--- config.mk ---
export PLATFORM = sky130hd
export DESIGN_NAME = clkdiv_multi
export DESIGN_NICKNAME = d
export VERILOG_FILES = /design/src/rtl/clkdiv_pkg.sv /design/src/rtl/clkdiv_chan.sv /design/src/rtl/clkdiv_multi.sv
export SDC_FILE = /design/constraint.sdc
export NUM_CORES = 1
export LEC_CHECK = 0
export CORE_ASPECT_RATIO = 1.2
export CORE_UTILIZATION = 25
export CTS_BUF_LIST = sky130_fd_sc_hd__clkbuf_8
export DETAILED_ROUTE_END_ITERATION = 8
export SYNTH_ARGS = -nofsm -noshare
export SYNTH_HDL_FRONTEND = slang
export SYNTH_SLANG_ARGS = --single-unit
--- constraint.sdc ---
create_clock -name clk -period 3.6 [get_ports clk]
set_input_delay 0.54 -clock clk [delete_from_list [all_inputs] [get_ports clk]]
set_output_delay 0.54 -clock clk [all_outputs]
set_load 0.05 [all_outputs]
--- src/rtl/clkdiv_pkg.sv ---
// Shared constants and helpers for the multi-channel clock divider.
// Output mode encodings, the default reset divisor and the channel-index width helper.
package clkdiv_pkg;

    localparam logic MODE_SQUARE = 1'b0;
    localparam logic MODE_TICK   = 1'b1;

    // 1 Hz square wave from a 50 MHz board clock.
    localparam int unsigned DIV_RST_DEFAULT = 25000000;

    function automatic int ch_width(input int n);
        return (n > 1) ? $clog2(n) : 1;
    endfunction

endpackage

--- src/rtl/clkdiv_chan.sv ---
// One divider channel: programmable terminal count, square or pulse output, tick strobe.
// A write reloads the divisor/mode and restarts the phase; clr restarts the phase only.
module clkdiv_chan
    import clkdiv_pkg::*;
#(
    parameter int               CNT_W   = 32,
    parameter logic [CNT_W-1:0] DIV_RST = CNT_W'(DIV_RST_DEFAULT)
) (
    input  logic             clk,
    input  logic             rst,
    input  logic             clr,
    input  logic             wr,
    input  logic [CNT_W-1:0] wr_div,
    input  logic             wr_mode,
    input  logic             en,
    output logic             clk_out,
    output logic             tick
);

    localparam logic [CNT_W-1:0] ONE = CNT_W'(1);

    logic [CNT_W-1:0] cnt_reg, cnt_next;
    logic [CNT_W-1:0] div_reg, div_next;
    logic             mode_reg, mode_next;
    logic             out_reg, out_next;
    logic             tick_reg, tick_next;
    logic [CNT_W-1:0] last_cnt;
    logic             at_term;

    // A divisor of 0 behaves as 1, so the terminal count is then 0 as well.
    assign last_cnt = (div_reg == '0) ? '0 : (div_reg - ONE);
    assign at_term  = (cnt_reg == last_cnt);

    always_comb begin
        cnt_next  = cnt_reg;
        div_next  = div_reg;
        mode_next = mode_reg;
        out_next  = out_reg;
        tick_next = 1'b0;
        if (wr || clr) begin
            if (wr) begin
                div_next  = wr_div;
                mode_next = wr_mode;
            end
            cnt_next = '0;
            out_next = 1'b0;
        end else if (en) begin
            if (at_term) begin
                cnt_next  = '0;
                tick_next = 1'b1;
                out_next  = (mode_reg == MODE_TICK) ? 1'b1 : ~out_reg;
            end else begin
                cnt_next = cnt_reg + ONE;
                out_next = (mode_reg == MODE_TICK) ? 1'b0 : out_reg;
            end
        end else if (mode_reg == MODE_TICK) begin
            out_next = 1'b0;
        end
    end

    always_ff @(posedge clk) begin
        if (rst) begin
            cnt_reg  <= '0;
            div_reg  <= DIV_RST;
            mode_reg <= MODE_SQUARE;
            out_reg  <= 1'b0;
            tick_reg <= 1'b0;
        end else begin
            cnt_reg  <= cnt_next;
            div_reg  <= div_next;
            mode_reg <= mode_next;
            out_reg  <= out_next;
            tick_reg <= tick_next;
        end
    end

    assign clk_out = out_reg;
    assign tick    = tick_reg;

endmodule

--- src/rtl/clkdiv_multi.sv ---
// Multi-channel runtime-programmable clock-enable generator.
// Decodes the config port into per-channel write strobes and replicates clkdiv_chan.
module clkdiv_multi
    import clkdiv_pkg::*;
#(
    parameter int          N_CH    = 4,
    parameter int          CNT_W   = 32,
    parameter int unsigned DIV_RST = DIV_RST_DEFAULT,
    parameter int          CH_W    = ch_width(N_CH)
) (
    input  logic             clk,
    input  logic             rst,
    input  logic             cfg_we,
    input  logic [CH_W-1:0]  cfg_ch,
    input  logic [CNT_W-1:0] cfg_div,
    input  logic             cfg_mode,
    input  logic [N_CH-1:0]  en,
    input  logic             sync_clr,
    output logic [N_CH-1:0]  clk_out,
    output logic [N_CH-1:0]  tick
);

    logic [N_CH-1:0] wr_vec;

    // Indices at or above N_CH match no channel, so such writes fall away.
    generate
        for (genvar gi = 0; gi < N_CH; gi++) begin : g_chan
            assign wr_vec[gi] = cfg_we && (int'(cfg_ch) == gi);

            clkdiv_chan #(
                .CNT_W   (CNT_W),
                .DIV_RST (CNT_W'(DIV_RST))
            ) u_chan (
                .clk     (clk),
                .rst     (rst),
                .clr     (sync_clr),
                .wr      (wr_vec[gi]),
                .wr_div  (cfg_div),
                .wr_mode (cfg_mode),
                .en      (en[gi]),
                .clk_out (clk_out[gi]),
                .tick    (tick[gi])
            );
        end
    endgenerate

endmodule

* Word level (Yosys, flattened, before mapping)
Cells that the tools add are included.
** Storage, ports and cells
- Register bits :: 268
- Input bits :: 43
- Output and inout port bits :: 8
- Word-level logic and storage cells :: 96
** Cells by class
- Add/subtract/negate cells :: 8
- Equal/unequal tests :: 7
- Multiplexer cells :: 28
- Bitwise operators :: 8
- Reductions and logical operators :: 25
** Operator list (number)
- $mux W32 :: 8
- $add A32 B1 Y32 const B :: 4
- $eq A32 B32 Y1 :: 4
- $logic_not A32 Y1 :: 4
- $sub A32 B1 Y32 const B :: 4
- $mux W1 :: 20
- $reduce_or A3 Y1 :: 4
- $not A1 Y1 :: 8
- $reduce_and A2 Y1 :: 4
- $reduce_or A2 Y1 :: 4
- $eq A2 B2 Y1 const B :: 2
- $logic_and A1 B1 Y1 :: 4
- $logic_or A1 B1 Y1 :: 4
- $eq A2 B1 Y1 const B :: 1
- $logic_not A2 Y1 :: 1

* Depth between registers and ports, before layout
- Word-level depth :: 5
- Depth in mapped cells :: 15
- Mapped depth without buffers :: 11

* By module
Synthesis repeated with hierarchy kept, for this count alone.
** Unflattened totals
- Cell total of the unflattened synthesis :: 2266
- Area total of the unflattened synthesis :: 18146.2 um2
** Modules (own cells, without submodules)
- clkdiv_chan at g_chan[0].u_chan ... :: instances 3, cells an instance 574, area an instance 4550.6 um2, seq. area each 1341.3 um2
- clkdiv_chan at g_chan[3].u_chan :: instances 1, cells an instance 540, area an instance 4456.8 um2, seq. area each 1341.3 um2
- clkdiv_multi :: instances 1, cells an instance 4, area an instance 37.5 um2, seq. area each 0.0 um2

* Worst setup path after synthesis
Ideal clock, no wire load.
- Path type :: reg-to-reg
- From :: reg g_chan[2].u_chan.div_reg[7]
- To :: reg g_chan[2].u_chan.cnt_reg[10]
- Setup time :: 0.132 ns
- Data arrival time :: 3.275 ns
- Slack :: 0.193 ns
- Cell stages (with the launch flop) :: 12
- Path buffers :: 2
- Period minus slack after synthesis :: 3.407 ns
- Cell sequence :: dfxtp_1 or4_1 clkbuf_1 nor4_4 nand2_1 xnor2_1 a221o_1 a2111oi_1 nand4_1 nor4_2 buf_4 nor3_1
** Between the ends
- Word-level cells in the longest chain between the ends :: 4
- Elaborated cells between the ends (all ways) :: 5
- Classes of those cells :: 1 x add/sub; 1 x eq/ne; 2 x mux; 1 x reduce/logical
** Ends and longest elaborated chain
- from (decl) :: RTL line clkdiv_chan.sv:23 : logic [CNT_W-1:0] div_reg, div_next;
- from (signal assigned) :: RTL line clkdiv_chan.sv:70 : div_reg <= div_next;
- $sub A32 B1 Y32 / $logic_not A32 Y1 (equally long branches) :: RTL line clkdiv_chan.sv:31 : assign last_cnt = (div_reg == '0) ? '0 : (div_reg - ONE);
- $mux W32 (*) :: RTL line clkdiv_chan.sv:31
- $eq A32 B32 Y1 (*) :: RTL line clkdiv_chan.sv:32 : assign at_term = (cnt_reg == last_cnt);
- $mux W32 (*) :: RTL line clkdiv_chan.sv:48 : if (at_term) begin
- to (signal assigned) :: RTL line clkdiv_chan.sv:69 : cnt_reg <= cnt_next;
- to (decl) :: RTL line clkdiv_chan.sv:22 : logic [CNT_W-1:0] cnt_reg, cnt_next;
Every way passes the cells marked *; elsewhere a longest branch is shown, timed or not.
A chain may end at the register's enable or synchronous reset.

* Worst setup path in the final report
- From :: reg g_chan[1].u_chan.div_reg[2]
- To :: reg g_chan[1].u_chan.out_reg
** Between the ends
- Word-level cells in the longest chain between the ends :: 5
- Elaborated cells between the ends (all ways) :: 6
- Classes of those cells :: 1 x add/sub; 1 x eq/ne; 3 x mux; 1 x reduce/logical
** Ends and longest elaborated chain
- from (decl) :: RTL line clkdiv_chan.sv:23
- from (signal assigned) :: RTL line clkdiv_chan.sv:70
- $sub A32 B1 Y32 / $logic_not A32 Y1 (equally long branches) :: RTL line clkdiv_chan.sv:31
- $mux W32 (*) :: RTL line clkdiv_chan.sv:31
- $eq A32 B32 Y1 (*) :: RTL line clkdiv_chan.sv:32
- $mux W1 (*) :: RTL line clkdiv_chan.sv:48
- $mux W1 (*) :: RTL line clkdiv_chan.sv:47 : end else if (en) begin
- to (signal assigned) :: RTL line clkdiv_chan.sv:72 : out_reg <= out_next;
- to (decl) :: RTL line clkdiv_chan.sv:25 : logic out_reg, out_next;
Marked as above.

==> flow_summary.html <==
<table>
<tr><th>Metric</th><th>Value</th></tr>
<tr><th colspan="2">Status</th></tr>
<tr><td>Result of the run</td><td>finished clean</td></tr>
<tr><th colspan="2">Timing</th></tr>
<tr><td>Worst Skew</td><td>28.8 ps</td></tr>
<tr><td>Final setup violation count</td><td>0</td></tr>
<tr><td>Hold Vio Cnt, Final</td><td>0</td></tr>
<tr><td>Slew at the pin with the worst max-slew slack</td><td>760 ps</td></tr>
<tr><td>Setup slack after layout</td><td>82.3 ps</td></tr>
<tr><td>Max-slew violation count</td><td>0</td></tr>
<tr><td>Final Cycle Share</td><td>0.977</td></tr>
<tr><td>Highest achievable clock rate</td><td>284 MHz</td></tr>
<tr><td>Relative slew slack</td><td>0.487</td></tr>
<tr><td>Period minus WS final</td><td>3520 ps</td></tr>
<tr><th colspan="2">Setup path</th></tr>
<tr><td>Worst endpoint data arrival time</td><td>4090 ps</td></tr>
<tr><td>Max Fanout on Critical Path</td><td>7</td></tr>
<tr><td>Highest-delay cell along the critical path</td><td>or4_4</td></tr>
<tr><td>Critical Path Stages</td><td>9</td></tr>
<tr><td>Worst reg2reg path depth</td><td>9</td></tr>
<tr><td>Critical path's top delay family</td><td>simple AND/OR/NAND/NOR gates</td></tr>
<tr><td>Most frequent cell on the critical path</td><td>or4_4</td></tr>
<tr><td>Crit. End Element</td><td>register</td></tr>
<tr><td>Delay of the slowest critical-path stage</td><td>540 ps</td></tr>
<tr><td>Critical Path RT</td><td>4170 ps</td></tr>
<tr><td>Kind of start point of the critical path</td><td>register</td></tr>
<tr><td>Critical Setup Path Class</td><td>reg2reg</td></tr>
<tr><td>CP cell instances</td><td>or4_4 &gt; or3_4 &gt; xor2_1 &gt; or4b_1 &gt; a311oi_2 &gt; nand3_1 &gt; or4_4 &gt; a2111o_1 &gt; a21oi_1</td></tr>
<tr><td>Total buffers and inverters traversed by the critical path</td><td>0</td></tr>
<tr><th colspan="2">Finish</th></tr>
<tr><td>Number of inserted filler cells in the final layout</td><td>7411</td></tr>
<tr><td>Layout cell share with drive strength beyond 1</td><td>0.142</td></tr>
<tr><td>Final standard cell area without fillers</td><td>21100 um^2</td></tr>
<tr><td>Number of nets in the finished design</td><td>2473</td></tr>
<tr><td>Layout Area Growth over Synthesis</td><td>21.4%</td></tr>
<tr><th colspan="2">Drt</th></tr>
<tr><td>Antenna violation net count after detailed routing</td><td>0</td></tr>
<tr><td>Post-detailed-route via-to-cell ratio</td><td>5.13</td></tr>
<tr><td>Total number of vias</td><td>17300</td></tr>
<tr><td>Number of detailed-routing iterations run before antenna repair</td><td>7</td></tr>
<tr><td>Average wire per standard cell</td><td>17.3 um</td></tr>
<tr><td>Total Routed Length</td><td>58.2 mm</td></tr>
<tr><td>Detailed-route DRC error count</td><td>0</td></tr>
<tr><td>1st-iter DRT viols</td><td>1325</td></tr>
<tr><th colspan="2">Floorplan</th></tr>
<tr><td>Number of placement rows</td><td>105</td></tr>
<tr><td>Die area</td><td>70700 um^2</td></tr>
<tr><td>Starting density of the core</td><td>0.254</td></tr>
<tr><td>Area of the core region</td><td>68600 um^2</td></tr>
<tr><td>Die span in y</td><td>291 um</td></tr>
<tr><td>Boundary pin count</td><td>51</td></tr>
<tr><td>Width of the die</td><td>243 um</td></tr>
<tr><th colspan="2">Job</th></tr>
<tr><td>Max-cap check violation count</td><td>0</td></tr>
<tr><th colspan="2">Yosys</th></tr>
<tr><td>Flops &amp; latches, synth</td><td>268</td></tr>
<tr><td>Cell variety after synth</td><td>89</td></tr>
<tr><td>Commonest cells in the netlist</td><td>nand2_1, dfxtp_1, nor3_1</td></tr>
<tr><td>Synthesized netlist cell count</td><td>2295</td></tr>
<tr><td>Synthesized Nets</td><td>2346</td></tr>
<tr><td>Async SR Flop Fraction</td><td>0</td></tr>
<tr><td>Synthesized cell area</td><td>17400 um^2</td></tr>
<tr><td>Largest cells by area after synthesis</td><td>dfxtp_1, nand2_1, xnor2_1</td></tr>
<tr><td>Count of synthesis-stage warnings from yosys</td><td>0</td></tr>
<tr><td>Sequential area share after synthesis</td><td>0.308</td></tr>
<tr><td>Number of enable flip-flop cells after synthesis</td><td>0</td></tr>
<tr><td>Mean post-synth cell area</td><td>7.59 um^2</td></tr>
<tr><td>Area leader, netlist</td><td>dfxtp_1</td></tr>
<tr><td>Most repeated cell in the gate-level netlist after synthesis</td><td>nand2_1</td></tr>
<tr><td>Most used DFF post-synth</td><td>dfxtp_1</td></tr>
<tr><td>Synth top area share</td><td>0.308</td></tr>
<tr><th colspan="2">Placement</th></tr>
<tr><td>Total cell area at the placement stage</td><td>19700 um^2</td></tr>
<tr><td>Pre-CTS setup slack</td><td>-82.3 ps</td></tr>
<tr><td>Number of port buffers</td><td>50</td></tr>
<tr><td>Post-DP HPWL</td><td>42.9 mm</td></tr>
<tr><td>RePlAce Congestion</td><td>0.931</td></tr>
<tr><th colspan="2">Clocking</th></tr>
<tr><td>Clock tree from TritonCTS</td><td>yes</td></tr>
<tr><td>Number of buffers added by the clock tree synthesis step</td><td>47</td></tr>
<tr><td>Worst skew pair latency</td><td>650 ps</td></tr>
<tr><td>Total of hold buffers inserted after clock tree synthesis</td><td>0</td></tr>
<tr><td>Clock Pin Slew Worst Setup and Hold Paths</td><td>60 ps</td></tr>
<tr><td>Deepest level of the CTS H-tree</td><td>2</td></tr>
<tr><td>Clock tree root driver cell</td><td>clkbuf_8</td></tr>
<tr><td>Number of clock sinks</td><td>268</td></tr>
<tr><td>Largest buffer count on any clock path</td><td>3</td></tr>
<tr><th colspan="2">Power and ir drop</th></tr>
<tr><td>Power Dens Cells</td><td>322 nW/um^2</td></tr>
<tr><td>Pleak</td><td>7.06 nW</td></tr>
<tr><td>Maximum ir drop on the vdd rail</td><td>186 uV</td></tr>
<tr><th colspan="2">Min path</th></tr>
<tr><td>Path class of the lowest-slack min-delay path</td><td>reg2reg</td></tr>
<tr><td>Min-Delay Path Depth</td><td>2</td></tr>
<tr><th colspan="2">Global routing</th></tr>
<tr><td>Overall Global Routing Usage</td><td>0.158</td></tr>
<tr><td>Number of global-route vias before repair</td><td>16000</td></tr>
<tr><td>Maximum number of pins on one net before global-route repair</td><td>71</td></tr>
<tr><td>Initial antenna violation count</td><td>2</td></tr>
<tr><td>Total overflow reported by the global router</td><td>0</td></tr>
<tr><td>Global-route wire length before repair</td><td>89.7 mm</td></tr>
</table>
[final cells by class]
cell class	count	area, um^2	area share
Multi-Input combinational cell	1811	11400	0.542
Antenna cell	3	7.51	0.000355
Clock inverter	25	139	0.00657
Sequential cell	268	5370	0.254
Clock buffer	56	771	0.0365
Timing Repair Buffer	236	2040	0.0966
Tap cell	909	1140	0.0538
Inverter	58	218	0.0103
[layer usage]
metal / global-route usage / vias up / part of all wire
met3: 0.0238 / 103 / 0.054
li1: - / 8547 / -
met1: 0.208 / 8165 / 0.45
met5: 0 / - / 0.00022
met2: 0.261 / 455 / 0.47
met4: 0.0560 / 2 / 0.029
[tightest hold or removal path, delay by kind of cell, from the launching register on]
family | cells | cell delay [ps]
compound gates | 1 | 50
flops | 1 | 310
simple gates | 1 | 50
[worst paths after layout]
kind / start / to / slack [ps]
worst min-delay path: g_chan[1].u_chan.mode_reg / g_chan[1].u_chan.mode_reg / 470
worst min register to register: g_chan[1].u_chan.mode_reg / g_chan[1].u_chan.mode_reg / 470
worst max-delay path: g_chan[1].u_chan.div_reg[2] / g_chan[1].u_chan.clk_out / 80
worst max register to register: g_chan[1].u_chan.div_reg[2] / g_chan[1].u_chan.clk_out / 80
[cell usage in the layout, fill, tap and decap left out, types with 37 or more instances in the layout]
master             n
a21oi_1          136
buf_4            174
clkbuf_8          56
clkdlybuf4s50_1   49
dfxtp_1          266
inv_1             74
nand2_1          384
nand3_1           79
nand3b_1          49
nand4_1           62
nor2_1           121
nor3_1           191
nor4_1            56
o21ai_0           37
xnor2_1          138
xor2_1            96
[metrics by stage]
stage / setup TNS (ps) / util / hold slack (ps) / power, mW / std cells
5_1_grt: -1220 / 0.308 / 483 / 7.08 / 3364
2_1_floorplan: 0 / - / 436 / 3.66 / 2295
3_3_place_gp: -768 / 0.287 / 450 / 4.00 / 3264
4_1_cts: 0 / 0.301 / 471 / 6.85 / 3345
3_5_place_dp: -2160 / 0.287 / 460 / 4.00 / 3264
6_report: 0 / 0.308 / 466 / 6.80 / 3366
[report_power, final]
part	total [mW]	switching, mW	internal (mW)
registers	3.11	0.0802	3.03
clock network	2.82	1.35	1.47
logic	0.867	0.509	0.358
total	6.80	1.94	4.86
[kinds of logic after synthesis]
family / Yosys count / share of synthesized area
simple gates: 1172 / 0.352
compound gates: 373 / 0.147
flops: 268 / 0.308
xor+xnor: 241 / 0.126
buf+inv: 216 / 0.0512
mux: 17 / 0.0101
fa+ha+maj: 8 / 0.00575
[timing repair]
item                       in CTS  in global routing
setup buffers                   0                 12
cloned                          0                  6
pin swaps                       0                 12
gates resized for setup         3                 53
setup endpoints to repair      64                132
(Power assumes the default switching activity.)
